===== src/rtl/imuldiv_muldiv_resp_adapter_pkg.sv =====
// Shared mul/div definitions: function encodings, default tag width and the
// {fn, tag} layout of a tag-queue entry. Used by imuldiv_muldiv_resp_adapter.
package imuldiv_muldiv_resp_adapter_pkg;

  localparam int FN_BITS          = 3;
  localparam int TAG_BITS_DEFAULT = 5;
  localparam int DATA_BITS        = 32;
  localparam int RESULT_BITS      = 64;

  typedef enum logic [FN_BITS-1:0] {
    FN_MUL  = 3'd0,
    FN_DIV  = 3'd1,
    FN_DIVU = 3'd2,
    FN_REM  = 3'd3,
    FN_REMU = 3'd4
  } muldiv_fn_e;

  // Request message as seen by the iterative unit.
  typedef struct packed {
    logic [FN_BITS-1:0]   fn;
    logic [DATA_BITS-1:0] a;
    logic [DATA_BITS-1:0] b;
  } muldiv_req_msg_t;

  // Queue entry is {fn, tag}: tag occupies the low bits, fn sits directly above.
  localparam int ENTRY_TAG_LSB = 0;

  function automatic int entry_fn_lsb(input int tag_bits);
    return ENTRY_TAG_LSB + tag_bits;
  endfunction

  function automatic int entry_bits(input int tag_bits);
    return tag_bits + FN_BITS;
  endfunction

endpackage


===== src/rtl/imuldiv_muldiv_resp_adapter_tagq.sv =====
// In-order tag queue (imuldiv_RespTagQueue): holds {fn, tag} for every request
// issued to the mul/div unit until its response is consumed.
module imuldiv_RespTagQueue #(
  parameter int DEPTH = 2,
  parameter int W     = 8
) (
  input  logic         clk,
  input  logic         reset,
  input  logic         push,
  input  logic [W-1:0] push_data,
  input  logic         pop,
  output logic         full,
  output logic         empty,
  output logic [W-1:0] head
);

  localparam int PTR_W = $clog2(DEPTH);
  localparam int CNT_W = $clog2(DEPTH) + 1;

  logic [PTR_W-1:0] wr_ptr;
  logic [PTR_W-1:0] rd_ptr;
  logic [CNT_W-1:0] count;
  logic [W-1:0]     mem [DEPTH];

  // Pointers wrap naturally because DEPTH is a power of two.
  always_ff @(posedge clk) begin
    if (reset) begin
      wr_ptr <= '0;
      rd_ptr <= '0;
      count  <= '0;
    end else begin
      if (push) wr_ptr <= wr_ptr + 1'b1;
      if (pop)  rd_ptr <= rd_ptr + 1'b1;
      case ({push, pop})
        2'b10:   count <= count + 1'b1;
        2'b01:   count <= count - 1'b1;
        default: count <= count;
      endcase
    end
  end

  always_ff @(posedge clk) begin
    if (push) mem[wr_ptr] <= push_data;
  end

  assign full  = (count == CNT_W'(DEPTH));
  assign empty = (count == '0);
  assign head  = mem[rd_ptr];

`ifndef SYNTHESIS
  always @(posedge clk) begin
    if (!reset) begin
      assert (!(push && full)) else $error("tag queue push while full");
      assert (!(pop && empty)) else $error("tag queue pop while empty");
    end
  end
`endif

endmodule


===== src/rtl/imuldiv_muldiv_resp_adapter.sv =====
// Mul/div response adapter: forwards requests, tracks {fn, tag} in order and
// turns the 64-bit unit result into a tagged 32-bit writeback.
// Optional registered writeback stage: define IMULDIV_RESP_OUTBUF_EN.
module imuldiv_muldiv_resp_adapter
  import imuldiv_muldiv_resp_adapter_pkg::*;
#(
  parameter int TAG_BITS = TAG_BITS_DEFAULT,
  parameter int DEPTH    = 2
) (
  input  logic                 clk,
  input  logic                 reset,

  input  logic [2:0]           in_msg_fn,
  input  logic [31:0]          in_msg_a,
  input  logic [31:0]          in_msg_b,
  input  logic [TAG_BITS-1:0]  in_msg_tag,
  input  logic                 in_val,
  output logic                 in_rdy,

  output logic [2:0]           muldivreq_msg_fn,
  output logic [31:0]          muldivreq_msg_a,
  output logic [31:0]          muldivreq_msg_b,
  output logic                 muldivreq_val,
  input  logic                 muldivreq_rdy,

  input  logic [63:0]          muldivresp_msg_result,
  input  logic                 muldivresp_val,
  output logic                 muldivresp_rdy,

  output logic [31:0]          wb_msg_data,
  output logic [TAG_BITS-1:0]  wb_msg_tag,
  output logic                 wb_val,
  input  logic                 wb_rdy
);

  localparam int ENTRY_W = entry_bits(TAG_BITS);
  localparam int FN_LSB  = entry_fn_lsb(TAG_BITS);

  // REM/REMU live in the upper word; everything else (including unknown codes)
  // uses the lower word.
  function automatic logic [31:0] select_result(input logic [2:0]  fn,
                                                input logic [63:0] result);
    logic [31:0] sel;
    case (fn)
      FN_REM, FN_REMU: sel = result[63:32];
      default:         sel = result[31:0];
    endcase
    return sel;
  endfunction

  logic               full;
  logic               empty;
  logic               push;
  logic               pop;
  logic [ENTRY_W-1:0] push_entry;
  logic [ENTRY_W-1:0] head;
  logic [2:0]         head_fn;
  logic [TAG_BITS-1:0] head_tag;
  logic [31:0]        resp_data;

  assign muldivreq_msg_fn = in_msg_fn;
  assign muldivreq_msg_a  = in_msg_a;
  assign muldivreq_msg_b  = in_msg_b;

  // Admission depends on full alone, so a same-cycle pop never frees a slot.
  assign muldivreq_val = in_val && !full;
  assign in_rdy        = muldivreq_rdy && !full;

  assign push       = in_val && in_rdy;
  assign pop        = muldivresp_val && muldivresp_rdy;
  assign push_entry = {in_msg_fn, in_msg_tag};

  imuldiv_RespTagQueue #(
    .DEPTH (DEPTH),
    .W     (ENTRY_W)
  ) u_tagq (
    .clk       (clk),
    .reset     (reset),
    .push      (push),
    .push_data (push_entry),
    .pop       (pop),
    .full      (full),
    .empty     (empty),
    .head      (head)
  );

  assign head_fn   = head[FN_LSB +: FN_BITS];
  assign head_tag  = head[ENTRY_TAG_LSB +: TAG_BITS];
  assign resp_data = select_result(head_fn, muldivresp_msg_result);

`ifdef IMULDIV_RESP_OUTBUF_EN
  logic                vld_p1;
  logic [31:0]         data_p1;
  logic [TAG_BITS-1:0] tag_p1;

  assign muldivresp_rdy = !empty && (!vld_p1 || wb_rdy);

  // ---- stage p1: registered writeback buffer ----
  always_ff @(posedge clk) begin
    if (reset)       vld_p1 <= 1'b0;
    else if (pop)    vld_p1 <= 1'b1;
    else if (wb_rdy) vld_p1 <= 1'b0;
  end

  always_ff @(posedge clk) begin
    if (pop) begin
      data_p1 <= resp_data;
      tag_p1  <= head_tag;
    end
  end

  assign wb_val      = vld_p1;
  assign wb_msg_data = data_p1;
  assign wb_msg_tag  = tag_p1;
`else
  assign muldivresp_rdy = wb_rdy && !empty;
  assign wb_val         = muldivresp_val && !empty;
  assign wb_msg_data    = resp_data;
  assign wb_msg_tag     = head_tag;
`endif

`ifndef SYNTHESIS
  always @(posedge clk) begin
    if (!reset) begin
      assert (!(muldivresp_val && empty))
        else $error("mul/div response with no outstanding request");
    end
  end
`endif

endmodule


===== config.mk =====
export PLATFORM = sky130hd
export DESIGN_NAME = imuldiv_muldiv_resp_adapter
export DESIGN_NICKNAME = d
export VERILOG_FILES = /design/src/rtl/imuldiv_muldiv_resp_adapter_pkg.sv /design/src/rtl/imuldiv_muldiv_resp_adapter_tagq.sv /design/src/rtl/imuldiv_muldiv_resp_adapter.sv
export SDC_FILE = /design/constraint.sdc
export NUM_CORES = 1
export LEC_CHECK = 0
export CORE_AREA = 2 2 97 99
export CTS_BUF_LIST = sky130_fd_sc_hd__clkbuf_4 sky130_fd_sc_hd__clkbuf_8 sky130_fd_sc_hd__clkbuf_16
export CTS_CLUSTER_SIZE = 16
export DETAILED_ROUTE_END_ITERATION = 12
export DIE_AREA = 0 0 99 101
export GPL_TIMING_DRIVEN = 0
export HOLD_SLACK_MARGIN = 0.02
export PLACE_DENSITY = 0.78
export SLEW_MARGIN = 15
export SYNTH_ARGS = -nofsm -noshare
export SYNTH_HDL_FRONTEND = slang
export SYNTH_HIERARCHICAL = 1
export SYNTH_SLANG_ARGS = --single-unit

===== constraint.sdc =====
create_clock -name clk -period 4.5 [get_ports clk]
set_input_delay 0.675 -clock clk [delete_from_list [all_inputs] [get_ports clk]]
set_output_delay 0.675 -clock clk [all_outputs]
set_load 0.02 [all_outputs]

==> key figures, run 1 <==
Outcome
  – Outcome: complete, no violations

Timing
  – Slew Limit Fails: 0
  – RSZ-0062 raised after global routing: no
  – Final Skew: 0.00224 ns
  – Hold_ws: 0.524 ns
  – Setup Viol. Count Final: 0
  – Final setup TNS: 0 ns
  – Tmin final: 3.27 ns
  – Slew @ Worst Pin: 0.686 ns
  – Crit share post-route: 72.8%
  – FMAX: around 310 MHz
  – Slew headroom: 54.1%
  – Final count of hold timing violations: 0

Routing
  – WL/cell: 14.5 um
  – Post-DRT Antenna Nets: 0
  – Routed wire length: 8290 um
  – Metal2 WL: ~4500 um
  – Metal3 WL: about 540 um
  – Remaining DRCs: 0
  – Wl on met1: 3210 um
  – Max Used Layer: met4
  – Initial DRC count: slightly below 50
  – Drt first pass iters: 4
  – Vias after detailed routing: 2680
  – Vias per cell: 4.69

Layout
  – Area Growth Syn to Fin: 80.2%
  – Final Util: between 50% and 60%
  – # nets final: 605
  – Fill cells: 821
  – Layout cells sized above 1: about a third
  – Antenna diodes: 0

Logic synthesis
  – Ys async rst share: 0%
  – EDFF count, synth: 16
  – Share of the synthesized area in the top cell type: 20.1%
  – Synth Flop Type: edfxtp_1
  – Area leader, netlist: buf_4
  – Gate Count Post-Synth: 272
  – Post-synthesis cell area: 2540 um2
  – Register area share after synthesis: between 20% and 30%
  – Yosys cell types: 26
  – Syn Area/Cell: 9.34 um2
  – Register bit count reported by yosys: 21
  – Yosys warning total: 6
  – Largest cells by area after synthesis: buf_4 20%, edfxtp_1 19%, nor3b_2 14%
  – Syn_nets: 415

Global routing
  – Largest net degree at the start of global routing: 13
  – Total gr overflow: 0
  – GRT Util Overall: 14.9%
  – Vias in the first global route: about 2700
  – First-pass GRT wire length: 12600 um
  – Initial antenna violation count: 0

Power
  – Peak VDD IR: 0.000181 V
  – Switching Power: between 300 and 400 uW
  – Internal power: 623 uW
  – Sw Ratio: 34.9%
  – Clk pwr share: 12.3%
  – Power per cell area: 209 nW/um2
  – LEAKAGE: 1.73 nW
  – Sequential Power Share: 23.6%
  – Gate power share: 64.1%
  – Total power: roughly 960 uW

Die
  – Die H: 101 um
  – CORE AREA: 8980 um2
  – # rows: 35
  – DIE WIDTH: around 100 um
  – Initial Util: 28.3%
  – Boundary Pins: 250
  – Die area: 10000 um2

Setup path
  – Critical-path top delay cell: clkdlybuf4s50_1
  – Worst Setup Start Kind: flip-flop
  – Worst path required time: between 3 and 4 ns
  – Critical Path AT: 2.60 ns
  – Setup crit end kind: output port
  – Slowest stage delay, CP: 0.62 ns
  – R2r setup slk: 2.54 ns
  – CP Class: reg -> out
  – R2R Path Start: u_tagq/count[0]
  – CP max FO: 10
  – R2R cell count: 7
  – Capture point of the worst reg-to-reg path: u_tagq/count[1]
  – CP cell instances: buf_2 -> mux2_2 -> buf_4 -> mux2i_4 -> buf_6 -> o221a_1 -> clkdlybuf4s50_1

Place
  – Port buffer count: 185
  – GP Congestion: 0.747
  – Hpwl dp: 6640 um

CTS
  – Postcts setup bufs: 0
  – # H-tree levels: 1
  – CTS buffer count: 3
  – CTS tree: yes
  – Latest clock arrival within the worst-skew pair: 0.25 ns
  – CTS Buffer Depth: 2
  – CTS resizes: 0
  – Post-CTS Hold Fix Bufs: 0
  – Reg clk slew, reported paths: 0.07 ns
  – CTS root buf: clkbuf_8
  – Sink Count: 21

Worst hold path
  – HP Start: u_tagq/count[1]
  – Hold WC Path Type: reg -> reg
  – Cell count of the worst hold path: 2
  – Worst Hold End: u_tagq/count[1]

Run
  – Maxcap violations: 0
-- layer usage --
layer / up-vias / global-route usage [%]
li1: 1297 / -
met1: 1275 / 18.1
met2: 104 / 28.5
met3: 4 / 2.36
met4: 0 / 1.48
met5: - / 0
-- cells in the final DEF (no fill, tap or decap), types with 4 or more instances in the layout --
| cell | count |
|---|---|
| nor2_1 | 39 |
| mux2_2 | 8 |
| o21ai_1 | 32 |
| nor3b_1 | 4 |
| buf_4 | 68 |
| clkdlybuf4s50_1 | 185 |
| nor3b_2 | 28 |
| buf_2 | 7 |
| o221a_2 | 30 |
| dfxtp_1 | 5 |
| buf_6 | 10 |
| nor2b_1 | 4 |
| edfxtp_1 | 16 |
-- cell usage after synthesis, drive strengths merged, types with 3 or more instances --
library cell	number
o21ai	33
dfxtp	5
edfxtp	16
clkbuf	3
mux2	8
buf	85
nor2b	4
o221a	32
nor3b	32
and2	3
xnor2	3
nor2	39
-- worst max path at each step --
| stage | to | depth (start not counted) |
|---|---|---|
| 2_1_floorplan | wb_msg_data[29] | 6 |
| 3_3_place_gp | wb_msg_data[29] | 7 |
| 3_5_place_dp | wb_msg_data[29] | 7 |
| 4_1_cts | wb_msg_data[29] | 7 |
| 5_1_grt | wb_msg_data[29] | 7 |
| 6_report | wb_msg_data[29] | 7 |
-- layout make-up --
type                            count  area [um2]  area share [%]
Multi-Input combinational cell    162        1290            28.1
Tap cell                          111         139            3.03
Clock buffer                        3        41.3           0.902
Timing Repair Buffer              185        1850            40.5
Sequential cell                    21         581            12.7
Clock inverter                      1        5.00           0.109
Inverter                            1        3.75          0.0820
Buffer                             88         669            14.6
-- sequential cells by signal, summed over array words and instances, names as in the netlist, named ones only --
name	flops
u_tagq/rd_ptr	1
u_tagq/wr_ptr	1
u_tagq/count	2
u_tagq/mem	16
-- critical path: cells and delay by family (launching register included) --
kind,cells,cell delay [ns]
flip-flops,1,0.30
multiplexers,2,0.64
AO/OA/AOI/OAI,1,0.20
buffers and inverters,4,1.20
-- logic make-up after synthesis --
logic type,share of synthesized area (%)
buffers and inverters,26.5
AO/OA/AOI/OAI,20.9
adder cells (fa/ha/maj),0.493
multiplexers,4.43
XOR/XNOR,1.38
AND/OR/NAND/NOR,23.4
flip-flops,22.9
-- per-stage QoR --
stage | setup slack (ns) | std cells | cell area (um2)
after global placement | 1.51 | 568 | 4530
after global routing | 1.09 | 572 | 4580
after CTS | 1.20 | 572 | 4580
after floorplan | 2.20 | 272 | 2540
after detailed placement | 1.48 | 568 | 4530
final | 1.23 | 572 | 4580
-- power by group through the flow --
stage / clock (mW) / sequential, mW / combinational [mW]
floorplan: 0 / 0.228 / 0.342
CTS: 0.120 / 0.225 / 0.619
finish: 0.118 / 0.225 / 0.613
global route: 0.126 / 0.226 / 0.652
global placement: 0 / 0.229 / 0.608
detailed placement: 0 / 0.229 / 0.616
(Power assumes the default switching activity.)
==> run 2, diff against run 1 <==
--- a/config.mk
+++ b/config.mk
@@ -5,14 +5,14 @@
 export SDC_FILE = /design/constraint.sdc
 export NUM_CORES = 1
 export LEC_CHECK = 0
-export CORE_AREA = 2 2 97 99
+export CORE_ASPECT_RATIO = 1.75
+export CORE_UTILIZATION = 27
 export CTS_BUF_LIST = sky130_fd_sc_hd__clkbuf_4 sky130_fd_sc_hd__clkbuf_8 sky130_fd_sc_hd__clkbuf_16
 export CTS_CLUSTER_SIZE = 16
 export DETAILED_ROUTE_END_ITERATION = 12
-export DIE_AREA = 0 0 99 101
 export GPL_TIMING_DRIVEN = 0
 export HOLD_SLACK_MARGIN = 0.02
-export PLACE_DENSITY = 0.78
+export PLACE_DENSITY = 0.77
 export SLEW_MARGIN = 15
 export SYNTH_ARGS = -nofsm -noshare
 export SYNTH_HDL_FRONTEND = slang
==> constraint.sdc (replaced) <==
create_clock -name clk -period 2.89 [get_ports clk]
set_input_delay 0.4335 -clock clk [delete_from_list [all_inputs] [get_ports clk]]
set_output_delay 0.4335 -clock clk [all_outputs]
set_load 0.02 [all_outputs]
==> run 2 against run 1 <==
Effect of this change: critical path type unchanged; sequential share of layout area shrank 0.090 points; setup slack worse by 1.1 ns; register-to-register slack lost 1.6 ns; flip-flop and latch count stayed put; highest routed layer unchanged; cell area grew 0.71%.
==> key figures, run 2 (synthesis gave the netlist of run 1 again) <==
Power
  – Power per cell area: 335 nW/um2 (+60%)
  – Peak VDD IR: 0.000298 V (+64%)
  – LEAKAGE: 1.79 nW (+3.7%)

Routing
  – Post-DRT Antenna Nets: 0 (unchanged)
  – Initial DRC count: 75 (+53%)
  – Vias after detailed routing: 2722 (+1.6%)
  – Remaining DRCs: 0 (unchanged)
  – Drt first pass iters: 6 (+2)
  – Vias per cell: 4.67 (-0.35%)
  – Routed wire length: 8340 um (+0.64%)
  – WL/cell: 14.3 um (-1.3%)

Global routing
  – GRT busiest layer: met2
  – First-pass GRT wire length: 11900 um (-5.8%)
  – Vias in the first global route: 2735 (+2.7%)
  – Routing usage on met1: 14.3% (-3.8 points)
  – Global-route track usage on met2: 31.6% (+3.1 points)
  – Largest net degree at the start of global routing: 13 (unchanged)
  – GRT Util Overall: 15.2% (+0.27 points)
  – Total gr overflow: 0 (unchanged)
  – GR Util met3: 3.01% (+0.65 points)
  – Initial antenna violation count: 0 (unchanged)

Timing
  – RSZ-0062 raised after global routing: no
  – Crit share post-route: 95.6%
  – Tmin final: 2.76 ns
  – Slew @ Worst Pin: 0.705 ns (+0.0186 ns)
  – Slew headroom: 52.8% (-1.2 points)
  – Final Skew: 0.00153 ns (-0.000709 ns)
  – FMAX: 362 MHz
  – Final count of hold timing violations: 0 (unchanged)
  – Setup Viol. Count Final: 0 (unchanged)
  – Final setup TNS: 0 ns (unchanged)
  – Slew Limit Fails: 0 (unchanged)

Run
  – Maxcap violations: 0 (unchanged)

CTS
  – Sink Count: 21 (unchanged)
  – Latest clock arrival within the worst-skew pair: 0.25 ns (about the same)
  – CTS tree: yes
  – # H-tree levels: 1 (unchanged)
  – Reg clk slew, reported paths: 0.05 ns (-0.02 ns)
  – CTS buffer count: 3 (unchanged)
  – Post-CTS Hold Fix Bufs: 0 (unchanged)
  – CTS root buf: clkbuf_16
  – CTS Buffer Depth: 2 (unchanged)

Place
  – Area after DPL: 4540 um2 (+0.25%)
  – Port buffer count: 185 (unchanged)
  – Hpwl dp: 6970 um (+4.9%)
  – GP Congestion: 0.805 (+7.8%)

Setup path
  – Worst Setup Start Kind: flip-flop
  – CP cell instances: buf_2 -> mux2_2 -> buf_4 -> mux2i_4 -> buf_4 -> buf_6 -> o221a_2 -> dlygate4sd2_1
  – Critical Path AT: 2.33 ns (-0.27 ns)
  – CP delay by family, top: buffers and inverters
  – Worst path buffer plus inverter count: 5 (+1)
  – CP Class: reg -> out
  – Setup crit end kind: output port
  – Top cell by count, worst path: buf_4
  – Slowest stage delay, CP: 0.35 ns (-0.27 ns)
  – Worst path required time: 2.46 ns (-1.37 ns)
  – CP max FO: 10 (unchanged)
  – Critical-path top delay cell: mux2_2

Die
  – Boundary Pins: 250 (unchanged)
  – # rows: 46 (+31%)
  – CORE AREA: 9090 um2 (+1.3%)
  – Die H: 130 um (+29%)
  – Initial Util: 27.9% (-0.36 points)
  – DIE WIDTH: 75.3 um (-24%)
  – Die area: 9810 um2 (-1.9%)

Outcome
  – Outcome: complete, no violations

Layout
  – Area Growth Syn to Fin: 81.5%
  – Fill cells: 895 (+9.0%)
  – Layout cells sized above 1: 34.6% (+0.28 points)
  – Design Area, Final: 4610 um2 (+0.71%)
  – # nets final: 607 (+0.33%)
  – Most frequent cells in the layout: 153 x clkdlybuf4s50_1, 73 x buf_4, 39 x nor2_1
  – Antenna diodes: 0 (unchanged)
  – Most common cell after layout, fill and taps aside: clkdlybuf4s50_1
  – Max reg flops: 16 (unchanged)
  – Top flop regs: u_tagq/mem x16, u_tagq/count x2
  – Largest Register: u_tagq/mem

Worst hold path
  – Hold WC Path Type: reg -> reg
[run 2: area by class of cell]
class / instances / area (um2) / area share [%]
multi-input cells: 162 / 1290 / 27.9
flip-flops and latches: 21 / 581 / 12.6
plain buffers: 88 / 677 / 14.7
clock inverters: 1 / 5.00 / 0.109
clock buffers: 3 / 75.1 / 1.63
inverters: 1 / 3.75 / 0.0814
repair buffers: 187 / 1830 / 39.7
well taps: 120 / 150 / 3.26
[run 2: worst paths after layout]
kind	depth (start not counted)	from	to	slack [ns]
setup / recovery	8	flip-flop	wb_msg_data[3]	0.13
hold / removal	2	u_tagq/count[1]	u_tagq/count[1]	0.50
setup reg to reg	5	u_tagq/count[0]	u_tagq/mem[0][1]	0.92
hold reg to reg	2	u_tagq/count[1]	u_tagq/count[1]	0.50
[run 2: worst min-delay path, cell delays in order (launching register included)]
cell and delay [ns]:
dfxtp_1 0.32, o21ai_0 0.07, a21oi_1 0.06
[run 2: power by group]
part	internal (mW)	leakage [nW]	switching [mW]
Clock	0.185	0.0409	0.0962
Combinational	0.490	1.57	0.420
Sequential	0.343	0.188	0.00752
Total	1.02	1.79	0.524
[run 2: through the flow]
step	setup slack, ns	power, mW	utilization, %	std cells	hold WS, ns
2_1_floorplan	0.800	0.888	-	272	0.461
3_3_place_gp	0.138	1.30	49.9	577	0.485
3_5_place_dp	0.130	1.31	49.9	577	0.498
4_1_cts	0.0683	1.55	50.6	583	0.505
5_1_grt	0.000302	1.62	50.7	583	0.529
6_report	0.127	1.54	50.7	583	0.501
[run 2: repair_timing]
item	4_1_cts	5_1_grt
cloned	0	0
endpoints found under the setup margin	30	4
resized for setup	35	4
buffers inserted	2	0
[run 2: metal layers]
| metal | up-vias | share of wire, % |
|---|---|---|
| met5 | - | 0 |
| met4 | 0 | 1.1 |
| met3 | 8 | 8.5 |
| met2 | 155 | 58 |
| met1 | 1253 | 33 |
| li1 | 1306 | - |
